===== config.mk =====
export PLATFORM = sky130hd
export DESIGN_NAME = fib_stream_gen_flat
export DESIGN_NICKNAME = d
export VERILOG_FILES = /design/src/rtl/fib_stream_gen_if.sv /design/src/rtl/fib_stream_gen.sv /design/src/flat_wrapper.sv
export SDC_FILE = /design/constraint.sdc
export NUM_CORES = 1
export LEC_CHECK = 0
export ABC_CLOCK_PERIOD_IN_PS = 2150
export BUFFER_PORTS_ARGS = -buffer_cell sky130_fd_sc_hd__buf_2
export CAP_MARGIN = 15
export CORE_AREA = 2 2 110 112
export CTS_CLUSTER_SIZE = 40
export DETAILED_ROUTE_END_ITERATION = 8
export DIE_AREA = 0 0 112 114
export GPL_TIMING_DRIVEN = 0
export SETUP_SLACK_MARGIN = 0.15
export SLEW_MARGIN = 20
export SYNTH_ARGS = -nofsm -noshare
export SYNTH_HDL_FRONTEND = slang
export SYNTH_SLANG_ARGS = --single-unit

===== constraint.sdc =====
create_clock -name clk -period 2.15 [get_ports clk]
set_input_delay 0.1075 -clock clk [delete_from_list [all_inputs] [get_ports clk]]
set_output_delay 0.1075 -clock clk [all_outputs]
set_load 0.05 [all_outputs]

===== src/rtl/fib_stream_gen_if.sv =====
// Output stream bundle for fib_stream_gen: valid/ready handshake plus the term,
// its sequence position and the sticky overflow flag.
interface fib_stream_gen_if #(
  parameter int WIDTH = 16,
  parameter int IDX_W = 8
);
  logic             out_valid;
  logic             out_ready;
  logic [WIDTH-1:0] fib_out;
  logic [IDX_W-1:0] index;
  logic             overflow;

  modport master (
    output out_valid,
    output fib_out,
    output index,
    output overflow,
    input  out_ready
  );

  modport slave (
    input  out_valid,
    input  fib_out,
    input  index,
    input  overflow,
    output out_ready
  );
endinterface


===== src/rtl/fib_stream_gen.sv =====
// Seedable Fibonacci term source with step/run advance and valid/ready output.
// Define FIB_SAT_EN to saturate B at all-ones on carry instead of wrapping.
//
// state  | meaning
// IDLE   | no term offered, waiting for a step edge or prescaler tick
// EMIT   | term A offered on fib_out, waiting for the consumer handshake
module fib_stream_gen #(
  parameter int WIDTH    = 16,
  parameter int SEED_W   = 4,
  parameter int IDX_W    = 8,
  parameter int TICK_DIV = 50_000_000
) (
  input  logic              clk,
  input  logic              reset,
  input  logic [SEED_W-1:0] seed,
  input  logic              set_a,
  input  logic              set_b,
  input  logic              step,
  input  logic              run,
  fib_stream_gen_if.master  out
);
  localparam int PRE_W = (TICK_DIV > 2) ? $clog2(TICK_DIV) : 1;

  typedef enum logic [0:0] {S_IDLE, S_EMIT} state_t;

  state_t           state_q;
  logic [WIDTH-1:0] a_q;
  logic [WIDTH-1:0] b_q;
  logic [IDX_W-1:0] idx_q;
  logic             valid_q;
  logic             ovf_q;
  logic             pend_q;
  logic [PRE_W-1:0] pre_q;
  logic             set_a_q;
  logic             set_b_q;
  logic             step_q;

  logic             ev_a;
  logic             ev_b;
  logic             load;
  logic             tick;
  logic             req;
  logic             hs;
  logic [WIDTH:0]   sum;
  logic             carry;
  logic [WIDTH-1:0] next_b;
  logic [WIDTH-1:0] seed_ext;

  assign ev_a     = set_a & ~set_a_q;
  assign ev_b     = set_b & ~set_b_q;
  assign load     = ev_a | ev_b;
  assign tick     = run && (pre_q == PRE_W'(TICK_DIV - 1));
  assign req      = (step & ~step_q) | tick;
  assign hs       = valid_q & out.out_ready;
  assign sum      = {1'b0, a_q} + {1'b0, b_q};
  assign carry    = sum[WIDTH];
  assign seed_ext = WIDTH'(seed);

`ifdef FIB_SAT_EN
  assign next_b = carry ? {WIDTH{1'b1}} : sum[WIDTH-1:0];
`else
  assign next_b = sum[WIDTH-1:0];
`endif

  assign out.out_valid = valid_q;
  assign out.fib_out   = a_q;
  assign out.index     = idx_q;
  assign out.overflow  = ovf_q;

  always_ff @(posedge clk or posedge reset) begin
    if (reset) begin
      set_a_q <= 1'b0;
      set_b_q <= 1'b0;
      step_q  <= 1'b0;
      pre_q   <= '0;
    end else begin
      set_a_q <= set_a;
      set_b_q <= set_b;
      step_q  <= step;
      if (!run || tick) pre_q <= '0;
      else              pre_q <= pre_q + PRE_W'(1);
    end
  end

  always_ff @(posedge clk or posedge reset) begin
    if (reset) begin
      state_q <= S_IDLE;
      a_q     <= '0;
      b_q     <= WIDTH'(1);
      idx_q   <= '0;
      valid_q <= 1'b0;
      ovf_q   <= 1'b0;
      pend_q  <= 1'b0;
    end else if (load) begin
      // A load also swallows any coincident handshake: the sequence restarts.
      if (ev_a) a_q <= seed_ext;
      if (ev_b) b_q <= seed_ext;
      idx_q   <= '0;
      ovf_q   <= 1'b0;
      pend_q  <= 1'b0;
      valid_q <= 1'b0;
      state_q <= S_IDLE;
    end else begin
      case (state_q)
        S_IDLE: begin
          if (req) begin
            state_q <= S_EMIT;
            valid_q <= 1'b1;
          end
        end
        S_EMIT: begin
          if (hs) begin
            a_q   <= b_q;
            b_q   <= next_b;
            idx_q <= idx_q + IDX_W'(1);
            if (carry) ovf_q <= 1'b1;
            if (pend_q || req) begin
              pend_q <= 1'b0;
            end else begin
              state_q <= S_IDLE;
              valid_q <= 1'b0;
            end
          end else if (req) begin
            pend_q <= 1'b1;
          end
        end
        default: begin
          state_q <= S_IDLE;
          valid_q <= 1'b0;
        end
      endcase
    end
  end
endmodule


===== src/flat_wrapper.sv =====
// flat-port wrapper written by rule: the top's interface ports become plain ports
module fib_stream_gen_flat 
#(
  parameter int WIDTH    = 16,
  parameter int SEED_W   = 4,
  parameter int IDX_W    = 8,
  parameter int TICK_DIV = 50_000_000
)
  (clk, reset, seed, set_a, set_b, step, run, out_out_valid, out_fib_out, out_index, out_overflow, out_out_ready);
  fib_stream_gen_if #(.WIDTH(WIDTH), .IDX_W(IDX_W)) out_i ();
  input  logic clk;
  input  logic reset;
  input  logic [SEED_W-1:0] seed;
  input  logic set_a;
  input  logic set_b;
  input  logic step;
  input  logic run;
  output wire logic [$bits(out_i.out_valid)-1:0] out_out_valid;
  output wire logic [$bits(out_i.fib_out)-1:0] out_fib_out;
  output wire logic [$bits(out_i.index)-1:0] out_index;
  output wire logic [$bits(out_i.overflow)-1:0] out_overflow;
  input wire logic [$bits(out_i.out_ready)-1:0] out_out_ready;
  assign out_out_valid = out_i.out_valid;
  assign out_fib_out = out_i.fib_out;
  assign out_index = out_i.index;
  assign out_overflow = out_i.overflow;
  assign out_i.out_ready = out_out_ready;
  fib_stream_gen #(.WIDTH(WIDTH), .SEED_W(SEED_W), .IDX_W(IDX_W), .TICK_DIV(TICK_DIV)) u_core (.clk(clk), .reset(reset), .seed(seed), .set_a(set_a), .set_b(set_b), .step(step), .run(run), .out(out_i));
endmodule

==> metrics.json <==
{
  "status": {
    "outcome": "completed"
  },
  "grt": {
    "grt_pass1_wl_mm": 15.3,
    "gr-usage-all-layers_pct": 14.9,
    "pin_count_of_the_biggest_net_entering_global_routing": 32,
    "overflow": 0,
    "number_of_antenna_violations_at_the_first_check_in_global_routing": 0,
    "first_global_vias": 3164
  },
  "clocking": {
    "numCtsBuffers": 9,
    "clkLatencyLatePin_ns": 0.34,
    "clk_pin_slew_ns": 0.06,
    "cts_tree": "done",
    "cts-root-buf": "sky130_fd_sc_hd__clkbuf_16",
    "clock_tree.htree_level_count": 3,
    "clk_sink_count": 73,
    "clock_path_buffers": 2
  },
  "floorplanning": {
    "core_area_mm2": 0.0117,
    "core.rowCount": 40,
    "floorplan.io_pins": 37,
    "die_extent_in_x_um": 112,
    "floorplan.die.height_um": 114,
    "start_util_pct": 33.8,
    "dieArea_mm2": 0.0128
  },
  "synth": {
    "synthCells": 399,
    "synthFlopType": "sky130_fd_sc_hd__dfrtp_1",
    "synth_sequential_area_ratio_pct": 46.1,
    "yosys_warnings": 0,
    "synth-edff-count": 0,
    "synth.distinct_cells": 55,
    "synthesis.area_per_instance_um2": 9.93,
    "synthesis.nets": 429,
    "synth-seq-cells": 73,
    "async_reset_ff_share_pct": 100,
    "synth.cell_area_mm2": 0.00396
  },
  "placement": {
    "port_buffers": 36,
    "gp_congestion": 0.834,
    "placed_cells_incl_taps": 584,
    "detailedPlacementHpwl_mm": 6.25,
    "placement.setup.worst_slack_ns": -0.0886,
    "post_dp_cell_area_mm2": 0.00445
  },
  "routing": {
    "detailedRoute.firstIterationViolations": 133,
    "detail_route.vias_per_cell": 5.07,
    "routed-via-count": 3119,
    "wirelength_mm": 8.88,
    "drtPass1Iterations": 4,
    "avgRoutedWirePerCell_um": 14.4,
    "post-route-drc-count": 0,
    "route.antenna.remaining_nets": 0
  },
  "sta": {
    "period_share_pct": 99.2,
    "total_negative_slack_ns": 0,
    "final_hold_viol_count": 0,
    "layout_min_cycle_time_ns": 2.13,
    "fmax_mhz": 469,
    "slew_headroom_pct": 59.4,
    "grt_setup_unrepaired": "true",
    "clock-skew-final_ns": 0.00710,
    "worst_hold_slack_ns": 0.0855,
    "slew_violations": 0,
    "layout_setup_ws_ns": 0.0166,
    "timing.final.setup_violations": 0,
    "worst_pin_slew_ns": 0.609
  },
  "layout": {
    "most-common-layout-cells": "sky130_fd_sc_hd__dfrtp_1 (61), sky130_fd_sc_hd__nor2_1 (53), sky130_fd_sc_hd__buf_2 (37), sky130_fd_sc_hd__nand2_1 (30), sky130_fd_sc_hd__xor2_1 (24)",
    "layoutNonFillerInstCount": 615,
    "postLayoutCellArea_mm2": 0.00499,
    "layout.cells.most_common": "sky130_fd_sc_hd__dfrtp_1",
    "share_of_post_route_cells_with_drive_strength_above_1_pct": 24.1,
    "final_nets": 493,
    "syn2layout_area_growth_pct": 25.9,
    "fin_util_pct": 42.6,
    "diodes": 0
  },
  "worst_hold_path": {
    "path_class_of_the_lowest_slack_min_delay_path": "in2reg",
    "whs_endpoint": "u_core.b_q[2]$_DFFE_PP0P_",
    "min_from": "seed[2]",
    "whs_path_depth": 3
  },
  "power_and_ir_drop": {
    "power_per_cell_area_mw_per_mm2": 793,
    "standby_leakage_power_nw": 2.33,
    "power_mw": 3.96,
    "worst_ir_drop_vdd_uv": 592
  },
  "critical_path": {
    "end_kind": "register",
    "regToRegEndpoint": "u_core.b_q[6]$_DFFE_PP0P_",
    "crit_fanout": 3,
    "timing.critical_path.arrival_ns": 2.36,
    "critical_path_required_ns": 2.38,
    "worst-r2r-cell-count": 10,
    "regToRegStartpoint": "u_core.b_q[0]$_DFFE_PP1P_",
    "critical_path_class": "reg2reg",
    "start_kind": "register",
    "r2r_setup_slack_ns": 0.02
  },
  "run": {
    "drv_cap": 0
  }
}
[critical path: stages (launching register included)]
cell and delay (ns):
sky130_fd_sc_hd__dfstp_2 0.56, sky130_fd_sc_hd__ha_4 0.15, sky130_fd_sc_hd__inv_2 0.03, sky130_fd_sc_hd__fa_2 0.35
sky130_fd_sc_hd__nor2b_4 0.14, sky130_fd_sc_hd__o31a_1 0.21, sky130_fd_sc_hd__buf_4 0.14, sky130_fd_sc_hd__o21a_1 0.10
sky130_fd_sc_hd__nor2_1 0.04, sky130_fd_sc_hd__xnor2_1 0.13, sky130_fd_sc_hd__a22o_1 0.17
[repair_timing]
action	4_1_cts	5_1_grt
hold buffers	5	0
endpoints found under the setup margin	10	52
buffers inserted	8	2
resized for setup	11	13
pin swaps	6	4
gates cloned	0	0
hold endpoints to repair	24	0
[synthesized netlist by cell type (2+ instances only)]
library cell,n,area share (%)
sky130_fd_sc_hd__dfrtp_1,72,45
sky130_fd_sc_hd__nor2_1,53,5.0
sky130_fd_sc_hd__nand2_1,30,2.8
sky130_fd_sc_hd__xor2_1,24,5.3
sky130_fd_sc_hd__a22o_1,22,4.9
sky130_fd_sc_hd__nand3_1,19,2.4
sky130_fd_sc_hd__ha_1,18,5.7
sky130_fd_sc_hd__o21ai_0,18,2.3
sky130_fd_sc_hd__a21oi_1,17,2.1
sky130_fd_sc_hd__xnor2_1,16,3.5
sky130_fd_sc_hd__inv_1,12,1.1
sky130_fd_sc_hd__clkbuf_1,10,0.95
sky130_fd_sc_hd__a21o_1,7,1.3
sky130_fd_sc_hd__nand4_1,7,1.1
sky130_fd_sc_hd__and3_1,5,0.79
sky130_fd_sc_hd__nor2b_1,5,0.79
sky130_fd_sc_hd__o21a_1,5,0.95
sky130_fd_sc_hd__a211oi_1,4,0.76
sky130_fd_sc_hd__and2_1,4,0.63
sky130_fd_sc_hd__nand2b_1,4,0.63
sky130_fd_sc_hd__nor3_1,4,0.51
sky130_fd_sc_hd__o21bai_1,3,0.57
sky130_fd_sc_hd__a21oi_2,2,0.44
sky130_fd_sc_hd__and4_1,2,0.44
sky130_fd_sc_hd__buf_6,2,0.57
sky130_fd_sc_hd__mux2i_1,2,0.51
sky130_fd_sc_hd__nor4b_1,2,0.44
sky130_fd_sc_hd__o211a_1,2,0.51
sky130_fd_sc_hd__o221ai_1,2,0.44
[cells by family (layout without fill, tap and decap cells)]
kind of cell    Yosys count  in the layout  share of synthesized area [%]
compound gates           95             95                           17.3
xor+xnor                 40             40                           8.84
fa+ha+maj                19             19                           6.19
buf+inv                  26             95                           2.97
flops                    73             73                           46.1
mux                       3              3                          0.790
simple gates            143            143                           17.7
[power by group]
part	total, mW	switching, mW	internal (mW)	leakage (nW)
Combinational	0.802	0.457	0.345	1.21
Sequential	1.54	0.0789	1.46	0.976
Clock	1.62	0.597	1.02	0.149
[sequential cells by signal (all words and copies together) (netlist names), 8 cells and up]
register and cells:
u_core.out.fib_out 16, u_core.pre_q 26, u_core.out.index 8, u_core.b_q 16
[cell type report]
cell class	count	area [µm²]
fillers	1158	6720
multi-input cells	300	2160
flip-flops and latches	73	1840
repair buffers	53	353
clock buffers	10	229
well taps	147	184
clock inverters	6	92.6
plain buffers	14	76.3
inverters	12	48.8
[per-layer routing]
layer | part of all wire [%] | GRT usage, % | vias up
li1 | - | - | 1547
met1 | 46 | 18.5 | 1521
met2 | 49 | 25.2 | 39
met3 | 3.5 | 4.20 | 12
met4 | 1.6 | 4.63 | 0
met5 | 0 | 0 | -
[worst max path at each step]
stage,startpoint,to,slack [ns],cells past startpoint
floorplan,u_core.out.fib_out[8]$_DFFE_PP0P_,u_core.b_q[12]$_DFFE_PP0P_,0.08,7
global placement,u_core.b_q[0]$_DFFE_PP1P_,u_core.b_q[12]$_DFFE_PP0P_,-0.05,9
detailed placement,u_core.b_q[0]$_DFFE_PP1P_,u_core.b_q[12]$_DFFE_PP0P_,-0.09,9
CTS,u_core.b_q[0]$_DFFE_PP1P_,u_core.b_q[6]$_DFFE_PP0P_,0.05,10
global route,u_core.b_q[0]$_DFFE_PP1P_,u_core.b_q[6]$_DFFE_PP0P_,-0.05,10
finish,u_core.b_q[0]$_DFFE_PP1P_,u_core.b_q[6]$_DFFE_PP0P_,0.02,10
(Power assumes the default switching activity.)
